### config.mk
export PLATFORM = sky130hd
export DESIGN_NAME = riscv_fetch_stage
export DESIGN_NICKNAME = d
export VERILOG_FILES = /design/src/rtl/riscv_fetch_stage.sv
export SDC_FILE = /design/constraint.sdc
export NUM_CORES = 1
export LEC_CHECK = 0
export BUFFER_PORTS_ARGS = -buffer_cell sky130_fd_sc_hd__clkbuf_2
export CORE_ASPECT_RATIO = 2
export CORE_MARGIN = 3
export CORE_UTILIZATION = 51
export DETAILED_ROUTE_END_ITERATION = 12
export GPL_ROUTABILITY_DRIVEN = 0
export PLACE_DENSITY_LB_ADDON = 0.2
export SLEW_MARGIN = 10
export SYNTH_ARGS = -nofsm -noshare
export SYNTH_HDL_FRONTEND = slang
export SYNTH_SLANG_ARGS = --single-unit
### constraint.sdc
create_clock -name clk -period 9.4 [get_ports clk]
set_input_delay 0 -clock clk [delete_from_list [all_inputs] [get_ports clk]]
set_output_delay 0 -clock clk [all_outputs]
set_load 0.05 [all_outputs]
### src/rtl/riscv_fetch_stage.sv
// riscv_fetch_stage: PC owner and program-memory fetch into the IF/ID register,
// with a one-entry skid for decode stalls and kill of in-flight fetches on redirect.
module riscv_fetch_stage #(
  parameter logic [31:0] RESET_PC  = 32'h0040_0000,
  parameter logic [31:0] NOP_INSTR = 32'h0000_0013
) (
  input  logic        clk,
  input  logic        reset,
  input  logic        stall_i,
  input  logic        redirect_i,
  input  logic [31:0] redirect_pc_i,
  output logic        imem_req_o,
  output logic [31:0] imem_addr_o,
  input  logic        imem_valid_i,
  input  logic [31:0] imem_rdata_i,
  output logic        id_valid_o,
  output logic [31:0] id_instr_o,
  output logic [31:0] id_pc_o,
  output logic [31:0] id_pc_plus4_o,
  output logic [31:0] pc_o,
  output logic        misaligned_o,
  output logic [31:0] fetch_count_o
);
  typedef enum logic [1:0] {S_REQ, S_HOLD, S_KILL} state_t;
  state_t      r_state;
  logic [31:0] r_pc, r_req_addr, r_skid, r_id_instr, r_id_pc, r_id_pc4, r_count;
  logic        r_id_valid, r_mis;
  logic        w_take;
  logic [31:0] w_word, w_pc4;
  assign w_pc4  = r_pc + 32'd4;
  assign w_word = (r_state == S_HOLD) ? r_skid : imem_rdata_i;
  assign w_take = !stall_i && ((r_state == S_REQ && imem_valid_i) || r_state == S_HOLD);
  always_ff @(posedge clk or posedge reset) begin
    if (reset) begin
      r_state    <= S_REQ;
      r_pc       <= RESET_PC;
      r_req_addr <= RESET_PC;
      r_skid     <= NOP_INSTR;
      r_id_valid <= 1'b0;
      r_id_instr <= NOP_INSTR;
      r_id_pc    <= 32'd0;
      r_id_pc4   <= 32'd0;
      r_mis      <= 1'b0;
      r_count    <= 32'd0;
    end else begin
      r_mis <= redirect_i && (redirect_pc_i[1:0] != 2'b00);
      if (redirect_i) begin
        r_pc       <= {redirect_pc_i[31:2], 2'b00};
        r_id_valid <= 1'b0;
        r_id_instr <= NOP_INSTR;
        r_skid     <= NOP_INSTR;
        // an unanswered request must still be consumed before the new pc can be fetched
        if (r_state == S_REQ && !imem_valid_i) begin
          r_state    <= S_KILL;
          r_req_addr <= r_pc;
        end else if (r_state != S_KILL) r_state <= S_REQ;
      end else begin
        if (w_take) begin
          r_id_valid <= 1'b1;
          r_id_instr <= w_word;
          r_id_pc    <= r_pc;
          r_id_pc4   <= w_pc4;
          r_pc       <= w_pc4;
          r_count    <= r_count + 32'd1;
        end else if (r_state != S_HOLD && !stall_i) begin
          r_id_valid <= 1'b0;
          r_id_instr <= NOP_INSTR;
        end
        if (r_state == S_REQ && imem_valid_i && stall_i) begin
          r_skid  <= imem_rdata_i;
          r_state <= S_HOLD;
        end else if ((r_state == S_HOLD && !stall_i) || (r_state == S_KILL && imem_valid_i))
          r_state <= S_REQ;
      end
    end
  end
  assign imem_req_o    = r_state != S_HOLD;
  assign imem_addr_o   = (r_state == S_KILL) ? r_req_addr : r_pc;
  assign pc_o          = r_pc;
  assign id_valid_o    = r_id_valid;
  assign id_instr_o    = r_id_instr;
  assign id_pc_o       = r_id_pc;
  assign id_pc_plus4_o = r_id_pc4;
  assign misaligned_o  = r_mis;
  assign fetch_count_o = r_count;
endmodule
==> impl_metrics.tcl <==
set metrics [dict create \
    outcome "complete, no violations" \
    rows 72 \
    syn_area_um2 10100 \
    ys_async_sr_fraction 1.00 \
    total_power_w 0.00304 \
    maxSlewViolCount 0 \
    synth_flop_cell "sky130_fd_sc_hd__dfrtp_1" \
    globalRouteTotalUtil 0.249 \
    core_area_um2 19500 \
    setup_violations 0 \
    drc_markers 0 \
    preCtsSetupSlack_ns 6.62 \
    min_period_ns 2.76 \
    min_delay_path_depth 4 \
    cts_htree_levels 1 \
    timing.critical_path.max_delay_family "simple AND/OR/NAND/NOR gates" \
    tns_ns 0 \
    cts.root.buffer_cell "sky130_fd_sc_hd__clkbuf_16" \
    timing.critical_path.cells "or2_2, nor3_4, buf_4, nand3_2, nor4_1, xor2_1" \
    syn-instance-count 969 \
    tritoncts "done" \
    full_die_area_um2 21700 \
    post_cts_resize_count 0 \
    cp-start-kind "register" \
    setup_repair_after_global_routing_missed_its_margin "false" \
    grt_first_pass_wirelength_um 43700 \
    power.leakage_nw 6.18 \
    hold-worst-slack_ns 0.143 \
    vdd_ir_drop_max_v 0.000160 \
    setup_ws_ns 6.64 \
    post_drt_via_cell_ratio 5.32 \
    place.detailed.instances 1421 \
    critical_path_buf_inv_count 1 \
    powerDensity_nw_per_um2 237 \
    cts_max_path_buffers 3 \
    synth_area_leader_cell "sky130_fd_sc_hd__dfrtp_1" \
    areaGrowthSynthToFinish_pct 27.0 \
    cpMaxStageDelayCell "sky130_fd_sc_hd__nor3_4" \
    r2r_end "fetch_count_o[31]" \
    timing_worst_setup_path_type "reg -> reg" \
    drt_iter0_drc 272 \
    first_global_vias 8273 \
    layout-drive-gt1-share 0.303 \
    initial_utilization 0.521 \
    timing.final.crit_share 0.293 \
    detail_route.wirelength_um 27300 \
    worst_ep_required_time_ns 9.82 \
    clkLatencyLatePin_ns 0.49 \
    worstHoldPathType "in -> reg" \
    crit-reg2reg-launch "r_state[1]" \
    port_buffers 255 \
    synth-seq-area-share 0.544 \
    max_stage_delay_ns 0.70 \
    clock-skew-final_ns 0.0112 \
    drt-pass1-iter-count 5 \
    clock-sinks 220 \
    fmax_mhz 363 \
    yosys.cell_count.top_type "sky130_fd_sc_hd__nand2_1" \
    synth_top_cells_by_count "sky130_fd_sc_hd__nand2_1, sky130_fd_sc_hd__dfrtp_1, sky130_fd_sc_hd__o21ai_0, sky130_fd_sc_hd__mux2_2, sky130_fd_sc_hd__xor2_1" \
    post_synth_num_cell_types 40 \
    chipWidth_um 106 \
    floorplan.die.height_um 205 \
    ys_top_cells_by_area "sky130_fd_sc_hd__dfrtp_1, sky130_fd_sc_hd__nand2_1, sky130_fd_sc_hd__mux2_2" \
    syn_area_per_cell_um2 10.5 \
    crit_fanout 21 \
    worst_setup_hold_path_clk_slew_ns 0.07 \
    synth_top_area_frac 0.524 \
    max-cap-violations 0 \
    cp.arrival_ns 3.18 \
    largest_net_degree_at_the_start_of_global_routing 110 \
    routed_vias 8122 \
    detailed_place_hpwl_um 18200 \
    slew_of_the_pin_with_the_lowest_slew_margin_ns 1.18 \
    tritoncts.num_buffers 21 \
    setup.worst_path.end_class "register" \
    io_pins 264 \
    grt-ovfl-total 0 \
    wl_per_cell_um 17.9 \
    r2r_cells 6 \
    report.final.hold_viol_count 0 \
    slew-limit-headroom 0.214 \
    nNetsFinal 1325 \
    num_antenna_cells 0 \
    worst_hold_path.endpoint "pc_o[22]" \
    hold_start "redirect_i" \
    number_of_synthesized_register_bits 220 \
    yosys_warnings 0 \
    finalNonFillerCells 1527 \
    drt.antenna.violating_nets 0 \
    r2r_setup_slack_ns 6.64 \
    synth_enable_flop_cells 0 \
    number_of_antenna_violations_at_the_first_check_in_global_routing 0 \
]
[area by class of cell]
cell class                 instances  area, um^2
sequential                       220        5520
clock inverter                     5        86.3
timing repair buffer             334        2040
clock buffer                      32         627
fill                            1549        6590
tap                              259         324
inverter                           8        37.5
multi-input combinational        669        4230
[timing repair]
action                                  4_1_cts  5_1_grt
hold buffers                                 69        0
endpoints found under the setup margin        0        0
endpoints found under the hold margin       201        0
buffers inserted                              0        0
[cells in the final DEF (no fill, tap or decap), types with 2 or more instances in the layout]
master                            n
sky130_fd_sc_hd__buf_4           10
sky130_fd_sc_hd__clkinv_2         2
sky130_fd_sc_hd__clkbuf_16       21
sky130_fd_sc_hd__nand2_1        219
sky130_fd_sc_hd__a31oi_1          3
sky130_fd_sc_hd__mux2_2          60
sky130_fd_sc_hd__dfrtp_1        212
sky130_fd_sc_hd__xnor2_1         40
sky130_fd_sc_hd__nor3_2           4
sky130_fd_sc_hd__xor2_1          48
sky130_fd_sc_hd__a22o_1          29
sky130_fd_sc_hd__nor4_4           2
sky130_fd_sc_hd__o22a_1           3
sky130_fd_sc_hd__clkbuf_8         6
sky130_fd_sc_hd__or2_2            2
sky130_fd_sc_hd__conb_1           8
sky130_fd_sc_hd__and2_1           5
sky130_fd_sc_hd__and4_1           3
sky130_fd_sc_hd__nand3_1         34
sky130_fd_sc_hd__inv_1            7
sky130_fd_sc_hd__bufinv_16        2
sky130_fd_sc_hd__dlygate4sd3_1   69
sky130_fd_sc_hd__dfstp_2          8
sky130_fd_sc_hd__o21ai_1         19
sky130_fd_sc_hd__nor3_1          15
sky130_fd_sc_hd__ha_1             2
sky130_fd_sc_hd__and3_1           7
sky130_fd_sc_hd__nand4_1         24
sky130_fd_sc_hd__o21ai_0         69
sky130_fd_sc_hd__clkbuf_2       255
sky130_fd_sc_hd__nor4_1           7
sky130_fd_sc_hd__clkbuf_1         5
sky130_fd_sc_hd__nor2_1          22
sky130_fd_sc_hd__mux2i_1         30
[metal layers]
metal | global-route usage | part of all wire
met5 | 0 | 0
met4 | 0.0797 | 0.029
met3 | 0.0374 | 0.046
met2 | 0.464 | 0.54
met1 | 0.291 | 0.39
[sequential cells by signal (all words and copies together) (netlist names), 2 cells and up]
register and flops:
fetch_count_o 32, id_instr_o 32, r_skid 32, id_pc_o 30, id_pc_plus4_o 30, pc_o 30
r_req_addr 30, r_state 2
[report_power, final]
| part | switching (W) | internal (W) |
|---|---|---|
| Sequential | 0.000119 | 0.00110 |
| Combinational | 0.000708 | 0.000247 |
| Clock | 0.000359 | 0.000516 |
[tightest hold or removal path, delay by kind of cell]
kind,cells,cell delay [ns]
buffers and inverters,2,0.40
AND/OR/NAND/NOR,1,0.13
AO/OA/AOI/OAI,1,0.07
[stage by stage]
step	util	instance area, um^2
2_1_floorplan	-	10200
3_3_place_gp	0.589	11500
3_5_place_dp	0.589	11500
4_1_cts	0.661	12900
5_1_grt	0.661	12900
6_report	0.661	12900
[worst max path at each step]
stage / depth (start not counted) / slack (ns) / to / start
finish: 6 / 6.64 / fetch_count_o[31] / r_state[1]
global route: 6 / 6.35 / fetch_count_o[31] / r_state[1]
CTS: 6 / 6.60 / fetch_count_o[27] / r_state[1]
detailed placement: 6 / 6.62 / fetch_count_o[31] / r_state[1]
global placement: 6 / 6.68 / fetch_count_o[31] / r_state[1]
floorplan: 1 / 3.39 / fetch_count_o[0] / reset
[kinds of logic (layout without fill, tap and decap cells)]
group	after synthesis	after routing	share of synthesized area
DFF	220	220	0.544
adders and majority gates	2	2	0.00247
xor gates and xnor gates	88	88	0.0761
muxes	90	90	0.0963
buffers and inverters	87	379	0.0443
AOI/OAI and AO/OA	127	127	0.0756
and+or+nand+nor	354	354	0.161
other	1	8	0.000370
No activity file was read; power rests on OpenSTA's default activity.
